[config.mk]
export PLATFORM = sky130hd
export DESIGN_NAME = ysyx_040750_axi_rr_arbiter
export DESIGN_NICKNAME = d
export VERILOG_FILES = /design/src/rtl/ysyx_040750_axi_rr_arbiter.sv
export SDC_FILE = /design/constraint.sdc
export NUM_CORES = 1
export LEC_CHECK = 0
export BUFFER_PORTS_ARGS = -buffer_cell sky130_fd_sc_hd__buf_2
export CAP_MARGIN = 25
export CORE_AREA = 5 5 277 279
export CTS_CLUSTER_SIZE = 16
export DETAILED_ROUTE_END_ITERATION = 6
export DIE_AREA = 0 0 282 284
export GPL_TIMING_DRIVEN = 0
export SLEW_MARGIN = 10
export SYNTH_ARGS = -nofsm -noshare
export SYNTH_HDL_FRONTEND = slang
export SYNTH_SLANG_ARGS = --single-unit
[constraint.sdc]
create_clock -name I_clk -period 3.41 [get_ports I_clk]
set_input_delay 0.341 -clock I_clk [delete_from_list [all_inputs] [get_ports I_clk]]
set_output_delay 0.341 -clock I_clk [all_outputs]
set_load 0.05 [all_outputs]
[src/rtl/ysyx_040750_axi_rr_arbiter.sv]
// N-master to 1-slave AXI4 arbiter with independent read and write paths.
// Each path owns the external bus for one whole transaction (address, data,
// response) and hands it to the next requester in round-robin order.
// Optional build macro: AXI_ARB_FIXED_PRIO_EN -- replaces round-robin with
// fixed priority (lowest channel index wins); ports and latency unchanged.
module ysyx_040750_axi_rr_arbiter #(
  parameter int NCH = 2,
  parameter int AW  = 32,
  parameter int DW  = 64
) (
  input  logic                  I_clk,
  input  logic                  I_rst_n,
  // per-channel read address / data
  input  logic [NCH*AW-1:0]     I_ch_araddr,
  input  logic [NCH-1:0]        I_ch_arvalid,
  input  logic [NCH*8-1:0]      I_ch_arlen,
  input  logic [NCH*3-1:0]      I_ch_arsize,
  input  logic [NCH*2-1:0]      I_ch_arburst,
  output logic [NCH-1:0]        O_ch_arready,
  output logic [NCH*DW-1:0]     O_ch_rdata,
  output logic [NCH-1:0]        O_ch_rvalid,
  output logic [NCH-1:0]        O_ch_rlast,
  input  logic [NCH-1:0]        I_ch_rready,
  // per-channel write address / data / response
  input  logic [NCH*AW-1:0]     I_ch_awaddr,
  input  logic [NCH-1:0]        I_ch_awvalid,
  input  logic [NCH*8-1:0]      I_ch_awlen,
  input  logic [NCH*3-1:0]      I_ch_awsize,
  input  logic [NCH*2-1:0]      I_ch_awburst,
  output logic [NCH-1:0]        O_ch_awready,
  input  logic [NCH*DW-1:0]     I_ch_wdata,
  input  logic [NCH*DW/8-1:0]   I_ch_wstrb,
  input  logic [NCH-1:0]        I_ch_wlast,
  input  logic [NCH-1:0]        I_ch_wvalid,
  output logic [NCH-1:0]        O_ch_wready,
  output logic [NCH-1:0]        O_ch_bvalid,
  input  logic [NCH-1:0]        I_ch_bready,
  // single external AXI master port
  output logic [AW-1:0]         O_axi_araddr,
  output logic                  O_axi_arvalid,
  output logic [7:0]            O_axi_arlen,
  output logic [2:0]            O_axi_arsize,
  output logic [1:0]            O_axi_arburst,
  input  logic                  I_axi_arready,
  input  logic [DW-1:0]         I_axi_rdata,
  input  logic                  I_axi_rvalid,
  input  logic                  I_axi_rlast,
  output logic                  O_axi_rready,
  output logic [AW-1:0]         O_axi_awaddr,
  output logic                  O_axi_awvalid,
  output logic [7:0]            O_axi_awlen,
  output logic [2:0]            O_axi_awsize,
  output logic [1:0]            O_axi_awburst,
  input  logic                  I_axi_awready,
  output logic [DW-1:0]         O_axi_wdata,
  output logic [DW/8-1:0]       O_axi_wstrb,
  output logic                  O_axi_wlast,
  output logic                  O_axi_wvalid,
  input  logic                  I_axi_wready,
  input  logic                  I_axi_bvalid,
  output logic                  O_axi_bready,
  // current owners, one-hot, zero when idle
  output logic [NCH-1:0]        O_rd_grant,
  output logic [NCH-1:0]        O_wr_grant
);

  localparam int PW = (NCH > 1) ? $clog2(NCH) : 1;
  localparam int SW = DW / 8;

  typedef enum logic [1:0] {R_IDLE, R_ADDR, R_DATA} r_state_t;
  typedef enum logic [1:0] {W_IDLE, W_BUSY, W_RESP} w_state_t;

  r_state_t         r_state;
  w_state_t         w_state;
  logic [PW-1:0]    rd_owner;
  logic [PW-1:0]    wr_owner;
  logic [NCH-1:0]   rd_grant;
  logic [NCH-1:0]   wr_grant;
  logic             aw_done;
  logic             w_done;
  logic [PW-1:0]    rd_start;
  logic [PW-1:0]    wr_start;
  logic [PW-1:0]    rd_pick;
  logic [PW-1:0]    wr_pick;

  // Per-channel fields unpacked so the owner index selects a whole field.
  logic [AW-1:0]    araddr_arr  [NCH];
  logic [7:0]       arlen_arr   [NCH];
  logic [2:0]       arsize_arr  [NCH];
  logic [1:0]       arburst_arr [NCH];
  logic [AW-1:0]    awaddr_arr  [NCH];
  logic [7:0]       awlen_arr   [NCH];
  logic [2:0]       awsize_arr  [NCH];
  logic [1:0]       awburst_arr [NCH];
  logic [DW-1:0]    wdata_arr   [NCH];
  logic [SW-1:0]    wstrb_arr   [NCH];

  // First requester at or after 'start', scanning circularly.
  function automatic logic [PW-1:0] pick(input logic [NCH-1:0] req, input logic [PW-1:0] start);
    logic [2*NCH-1:0] rot;
    logic [PW-1:0]    win;
    logic             found;
    int               sum;
    rot   = {req, req} >> start;
    win   = '0;
    found = 1'b0;
    for (int i = 0; i < NCH; i++) begin
      if (!found && rot[i]) begin
        found = 1'b1;
        sum   = int'(start) + i;
        if (sum >= NCH) sum = sum - NCH;
        win   = PW'(sum);
      end
    end
    return win;
  endfunction

  assign rd_pick = pick(I_ch_arvalid, rd_start);
  assign wr_pick = pick(I_ch_awvalid, wr_start);

  // Handshake / end-of-transaction events.
  logic ar_hs, aw_hs, w_last_hs, rd_end, wr_end, w_busy;
  assign w_busy    = (w_state == W_BUSY);
  assign ar_hs     = O_axi_arvalid & I_axi_arready;
  assign aw_hs     = O_axi_awvalid & I_axi_awready;
  assign w_last_hs = O_axi_wvalid & I_axi_wready & O_axi_wlast;
  assign rd_end    = (r_state == R_DATA) & I_axi_rvalid & O_axi_rready & I_axi_rlast;
  assign wr_end    = (w_state == W_RESP) & I_axi_bvalid & O_axi_bready;

`ifdef AXI_ARB_FIXED_PRIO_EN
  // Fixed priority: every search starts from channel 0.
  assign rd_start = '0;
  assign wr_start = '0;
`else
  logic [PW-1:0] rd_ptr;
  logic [PW-1:0] wr_ptr;

  function automatic logic [PW-1:0] next_idx(input logic [PW-1:0] idx);
    return (idx == PW'(NCH - 1)) ? '0 : idx + 1'b1;
  endfunction

  // Round-robin pointers move past the owner when its transaction ends.
  always_ff @(posedge I_clk or negedge I_rst_n) begin
    if (!I_rst_n) begin
      rd_ptr <= '0;
      wr_ptr <= '0;
    end else begin
      if (rd_end) rd_ptr <= next_idx(rd_owner);
      if (wr_end) wr_ptr <= next_idx(wr_owner);
    end
  end

  assign rd_start = rd_ptr;
  assign wr_start = wr_ptr;
`endif

  // Read FSM: grant on any arvalid, hold owner through the rlast beat.
  always_ff @(posedge I_clk or negedge I_rst_n) begin
    if (!I_rst_n) begin
      r_state  <= R_IDLE;
      rd_owner <= '0;
      rd_grant <= '0;
    end else begin
      case (r_state)
        R_IDLE: begin
          if (|I_ch_arvalid) begin
            rd_owner <= rd_pick;
            rd_grant <= NCH'(1) << rd_pick;
            r_state  <= R_ADDR;
          end
        end
        R_ADDR: begin
          if (ar_hs) r_state <= R_DATA;
        end
        R_DATA: begin
          if (rd_end) begin
            r_state  <= R_IDLE;
            rd_grant <= '0;
          end
        end
        default: begin
          r_state  <= R_IDLE;
          rd_grant <= '0;
        end
      endcase
    end
  end

  // Write FSM: AW and W forwarded in any order, then wait for the B response.
  always_ff @(posedge I_clk or negedge I_rst_n) begin
    if (!I_rst_n) begin
      w_state  <= W_IDLE;
      wr_owner <= '0;
      wr_grant <= '0;
      aw_done  <= 1'b0;
      w_done   <= 1'b0;
    end else begin
      case (w_state)
        W_IDLE: begin
          if (|I_ch_awvalid) begin
            wr_owner <= wr_pick;
            wr_grant <= NCH'(1) << wr_pick;
            aw_done  <= 1'b0;
            w_done   <= 1'b0;
            w_state  <= W_BUSY;
          end
        end
        W_BUSY: begin
          if (aw_hs)     aw_done <= 1'b1;
          if (w_last_hs) w_done  <= 1'b1;
          if ((aw_done | aw_hs) && (w_done | w_last_hs)) w_state <= W_RESP;
        end
        W_RESP: begin
          if (wr_end) begin
            w_state  <= W_IDLE;
            wr_grant <= '0;
          end
        end
        default: begin
          w_state  <= W_IDLE;
          wr_grant <= '0;
        end
      endcase
    end
  end

  // Per-channel field unpacking and owner-gated return signals.
  genvar gi;
  generate
    for (gi = 0; gi < NCH; gi++) begin : g_ch
      assign araddr_arr[gi]  = I_ch_araddr[gi*AW +: AW];
      assign arlen_arr[gi]   = I_ch_arlen[gi*8 +: 8];
      assign arsize_arr[gi]  = I_ch_arsize[gi*3 +: 3];
      assign arburst_arr[gi] = I_ch_arburst[gi*2 +: 2];
      assign awaddr_arr[gi]  = I_ch_awaddr[gi*AW +: AW];
      assign awlen_arr[gi]   = I_ch_awlen[gi*8 +: 8];
      assign awsize_arr[gi]  = I_ch_awsize[gi*3 +: 3];
      assign awburst_arr[gi] = I_ch_awburst[gi*2 +: 2];
      assign wdata_arr[gi]   = I_ch_wdata[gi*DW +: DW];
      assign wstrb_arr[gi]   = I_ch_wstrb[gi*SW +: SW];

      assign O_ch_rdata[gi*DW +: DW] = I_axi_rdata;
      assign O_ch_arready[gi] = rd_grant[gi] & (r_state == R_ADDR) & I_axi_arready;
      assign O_ch_rvalid[gi]  = rd_grant[gi] & (r_state == R_DATA) & I_axi_rvalid;
      assign O_ch_rlast[gi]   = rd_grant[gi] & (r_state == R_DATA) & I_axi_rlast;
      assign O_ch_awready[gi] = wr_grant[gi] & w_busy & ~aw_done & I_axi_awready;
      assign O_ch_wready[gi]  = wr_grant[gi] & w_busy & ~w_done & I_axi_wready;
      assign O_ch_bvalid[gi]  = wr_grant[gi] & (w_state == W_RESP) & I_axi_bvalid;
    end
  endgenerate

  // Bus side: owner's request fields pass straight through.
  assign O_axi_araddr  = araddr_arr[rd_owner];
  assign O_axi_arlen   = arlen_arr[rd_owner];
  assign O_axi_arsize  = arsize_arr[rd_owner];
  assign O_axi_arburst = arburst_arr[rd_owner];
  assign O_axi_arvalid = (r_state == R_ADDR) & (|(I_ch_arvalid & rd_grant));
  assign O_axi_rready  = (r_state == R_DATA) & (|(I_ch_rready & rd_grant));

  assign O_axi_awaddr  = awaddr_arr[wr_owner];
  assign O_axi_awlen   = awlen_arr[wr_owner];
  assign O_axi_awsize  = awsize_arr[wr_owner];
  assign O_axi_awburst = awburst_arr[wr_owner];
  assign O_axi_awvalid = w_busy & ~aw_done & (|(I_ch_awvalid & wr_grant));
  assign O_axi_wdata   = wdata_arr[wr_owner];
  assign O_axi_wstrb   = wstrb_arr[wr_owner];
  assign O_axi_wlast   = I_ch_wlast[wr_owner];
  assign O_axi_wvalid  = w_busy & ~w_done & (|(I_ch_wvalid & wr_grant));
  assign O_axi_bready  = (w_state == W_RESP) & (|(I_ch_bready & wr_grant));

  assign O_rd_grant = rd_grant;
  assign O_wr_grant = wr_grant;

endmodule

# Word level (Yosys, flattened, before mapping)
# Cells that the tools add are included.
# totals
ff_bits,14
output_inout_bits,312
word_cells,178
# classes
addsub,8
magnitude_cmp,7
eq_ne,12
shift,4
mux,61
n_bitwise,53
n_reduce_logical,23
# op_table
operator,count
$mux W32,6
$mux W64,3
$mux W8,9
$and A1 B1 Y1,40
$mux W2,14
$pmux W2 S3,4
$mux W3,6
$reduce_and A3 Y1,6
$mux W1,17
$ne A2 B2 Y1 const B,7
$reduce_or A2 Y1,7
$and A2 B2 Y2,5
$ge A2 B2 Y1 const B,4
$shr A4 B1 Y2,2
$add A1 B1 Y2 const B,2
$eq A2 B1 Y1 const B,2
$eq A2 B2 Y1 const B,2
$ge A1 B2 Y1 const B,2
$logic_not A2 Y1,2
$not A1 Y1,4
$not A1 Y2,2
$pmux W1 S2,2
$reduce_and A2 Y1,2
$shl A1 B1 Y2 const A,2
8 further kinds,16

# Longest topological paths before layout
# logic_depth
ltp_word,9
ltp_mapped,4

# Worst setup path after synthesis
# Ideal clock, no wire load.
# synth_path
kind,reg-to-output
start,"reg wr_grant[0], in the netlist O_wr_grant[0]"
end,out O_axi_wvalid
arrival_time_ns,2.106
setup_slack_ns,0.963
path_stages_with_launch,3
path_buffers,0
path_cell_list,dfrtp_1 > a22o_1 > nor3b_1
# synth_between
elab_chain_len,3
# synth_rtl
item,line,source
start: declaration,78,logic [NCH-1:0] wr_grant;
start signal: assignment,202,wr_grant <= NCH'(1) << wr_pick;
$and A2 B2 Y2,268,assign O_axi_wvalid = w_busy & ~w_done & (|(I_ch_wvalid & wr_grant));
$reduce_or A2 Y1,268,
$and A1 B1 Y1,268,
end: declaration,58,"output logic O_axi_wvalid,"
# Every way passes these cells.

# Worst setup path in the final report
# layout_path
start,reg wr_owner
end,out O_axi_wdata[63]
# layout_between
elab_chain_len,4
# layout_rtl
item,line,source
start: declaration,76,logic [PW-1:0] wr_owner;
start signal: assignment,201,wr_owner <= wr_pick;
$not A1 Y2 (not written as such),265,assign O_axi_wdata = wdata_arr[wr_owner];
$mux W64 (not written as such) (3 in a row),265,
end: declaration,55,"output logic [DW-1:0] O_axi_wdata,"
# Every way passes these cells. The select of a mux whose other input is x is not followed.

==> results.ini <==
[status]
outcome = completed

[timing]
fmax_mhz = 386.5
drv_slew = 0
min_period_ns = 2.587
hold_viol_final = 0
slew_headroom = 0.6366
skew_ns = 0.001230
fin_hold_ws_ns = 0.01002
tns_ns = 0
layout_worst_path_cycle_share = 0.7587
worst_slew_pin_slew_ns = 0.5451
setup_ws_ns = 0.8230
rsz0062_at_grt = no
setup_viol = 0

[worst_setup_path]
critPathCaptureType = output port
crit_slowest_cell = dfrtp_1
startpoint_type = register
cp_cell_sequence = buf_2, buf_2, mux2_2, buf_2
cp_num_buf_inv = 3
critPathTopFamily = buffers and inverters
reg2regPathDepth = 4
worstSetupPathType = register to output port
cp_data_required_time_ns = 3.07
critical_path_cell_count = 4
slowest_delay_ns = 0.49
cp_max_fo = 10
cp.arrival_ns = 2.25
cp_common_cell = buf_2

[clocking]
clock_latency_ns = 0.25
h-tree-depth = 1
cts-hold-fix-buffers = 0
cts_made_buffers = 3
clock-sinks = 14
post-cts-setup-buffer-count = 0
clkTransAtPathRegs_ns = 0.05
cts_tree = built
clockBufferDepth = 2
clockRootBuffer = clkbuf_16
cts_resized = 0

[logic_synthesis]
yosys.area_share.simple = 0.06466
synthDistinctLibCells = 31
syn_nets = 805
synth_xor_area_frac = 0
synth_warnings = 0
synth_top_family_by_area = multiplexers
netlist_area_sq_um = 3696
synthMuxAreaShare = 0.5003
synth_fa_ha_area_frac = 0
yosysSeqAreaShare = 0.09479
synthTopCellsByArea = mux2_2, buf_4, dfrtp_1, buf_2, and3_1
synth.avg_cell_area_sq_um = 9.310
synth_seq_cells = 14
synth-compound-area-share = 0.05078
synthCells = 397
synth.top_cell.area_share = 0.4936
synth_top_area_cell = mux2_2

[die]
rows = 100
core_sq_um = 73950
fp.dieW_microns = 282
pin_count = 720
start_util = 0.04998
die_y_microns = 284
die-area_sq_um = 80090

[pwr]
p_sw_frac = 0.6391
p_switching_mw = 2.034
pwr-share-seq = 0.076
worst_ir_drop_vdd_mv = 0.2898
clkPwrFrac = 0.081
p_total_mw = 3.182
p_leak_nw = 4.341
p_per_area_nw_per_um2 = 383.2
intPower_mw = 1.148
pwr-share-comb = 0.842

[global_routing]
grt_remaining_overflow = 0
grt_max_degree = 15
grt_first_pass_wirelength_microns = 53610
first_global_vias = 5869
track_usage = 0.1008
grt_antenna_before_repair = 20

[detailed_routing]
finalWirelength_microns = 44010
wl_per_cell_microns = 21.62
postRouteAntennaNets = 0
routed_via_density = 2.750
drt_first_pass_iters = 4
drt_iter0_markers = 102
dr_total_vias = 5598
route.detailed.drc = 0

[placed_design]
hpwl_microns = 41500
post-place-ws_ns = 0.9703
gp_congestion = 0.7768
port_buffers = 655

[cells_and_area]
final_layout_size_suffix_gt1_frac = 0.9176
multiInputGateArea_sq_um = 2276
seq_area_sq_um = 350.3
synthToLayoutAreaGrowth_pct = 124.6
fill_cells = 8582
layout.nets = 1465
fin_util = 0.1123

[hold_path]
hold_class = input pin to asynchronous set/reset pin

[flow_run]
drv_cap = 0

[registers in the layout (all words and copies together), names as in the netlist]
name        count
O_rd_grant      2
O_wr_grant      2
r_state         2
w_state         2
aw_done         1
rd_owner        1
rd_ptr          1
w_done          1
wr_owner        1
wr_ptr          1
[metal layers]
layer | routed length [microns] | GRT usage | up-vias | share of wire
met5 | 0 | 0 | - | 0
met3 | 6445 | 0.05578 | 47 | 0.15
met2 | 17750 | 0.1481 | 441 | 0.40
met1 | 18980 | 0.1292 | 2505 | 0.43
li1 | - | - | 2605 | -
met4 | 845 | 0.02264 | 0 | 0.019
[worst paths after layout]
kind | from | endpoint | slack [ns]
max in group asynchronous | I_rst_n | rd_ptr$_DFFE_PN0P_ | 3.11
worst min register to register | wr_ptr$_DFFE_PN0P_ | wr_ptr$_DFFE_PN0P_ | 0.51
worst max register to register | wr_owner$_DFFE_PN0P_ | w_state[1]$_DFFE_PN0P_ | 1.86
worst min-delay path | I_rst_n | w_done$_DFFE_PN0P_ | 0.01
min in group I_clk | I_axi_arready | r_state[0]$_DFFE_PN0P_ | 0.36
worst max-delay path | wr_owner$_DFFE_PN0P_ | O_axi_wdata[63] | 0.82
[synth_stat cells]
library cell	n
and3_1	9
o21a_1	1
nand4b_1	1
dfrtp_1	14
and4b_1	2
mux2_2	162
a211oi_1	1
o21ai_0	8
nor3_1	1
nor2b_1	3
nor2_1	4
a311oi_1	1
buf_2	18
buf_4	128
nand3_1	1
a22oi_1	1
o2bb2ai_1	1
nor3b_1	3
mux2i_1	1
nand2b_1	4
a32o_1	1
a22o_1	5
and3b_1	1
a41oi_2	1
inv_1	5
mux2_4	1
and2_1	2
nand2_1	9
o22ai_1	2
a21oi_1	5
and2b_1	1
[cells in the final DEF, fill, tap and decap left out]
master,count
nand2b_1,4
nor2_1,4
o21a_1,1
nor3_1,1
buf_4,128
mux2_2,162
nand3_1,1
mux2i_1,1
a41oi_2,1
a32o_1,1
dfrtp_1,14
a22oi_1,1
nand4b_1,1
and3_1,9
a21oi_1,5
and2_1,2
buf_2,673
a22o_1,5
a311oi_1,1
and2b_1,1
clkbuf_16,3
mux2_4,1
and4b_1,2
inv_1,5
nor2b_1,3
a211oi_1,1
clkbuf_8,1
and3b_1,1
o2bb2ai_1,1
o21ai_0,8
nor3b_1,3
o22ai_1,2
nand2_1,9
diode_2,11
[layout make-up]
cell class                      instances  area share
Inverter                                5    0.002260
Clock buffer                            4     0.01070
Multi-Input combinational cell        232      0.2741
Sequential cell                        14     0.04219
Tap cell                              969      0.1460
Timing Repair Buffer                  655      0.3948
Buffer                                146      0.1266
Antenna cell                           11    0.003315
[stage by stage]
step,std cells,cell area (sq um)
2_1_floorplan,397,3696
3_3_place_gp,2021,8187
3_5_place_dp,2021,8187
4_1_cts,2025,8275
5_1_grt,2034,8298
6_report,2036,8303
[power by group through the flow]
stage	Combinational (mW)	Clock [mW]	Sequential, mW
2_1_floorplan	1.82	0	0.272
3_3_place_gp	2.72	0	0.246
3_5_place_dp	2.73	0	0.245
4_1_cts	2.73	0.270	0.244
5_1_grt	2.83	0.272	0.249
6_report	2.68	0.258	0.243
[kinds of logic (layout without fill, tap and decap cells)]
| group | after synthesis | in the layout |
|---|---|---|
| AOI/OAI and AO/OA | 27 | 27 |
| buffers and inverters | 151 | 810 |
| DFF | 14 | 14 |
| muxes | 164 | 164 |
| other | 0 | 11 |
| and+or+nand+nor | 41 | 41 |
Power figures use the tool's default switching activity.
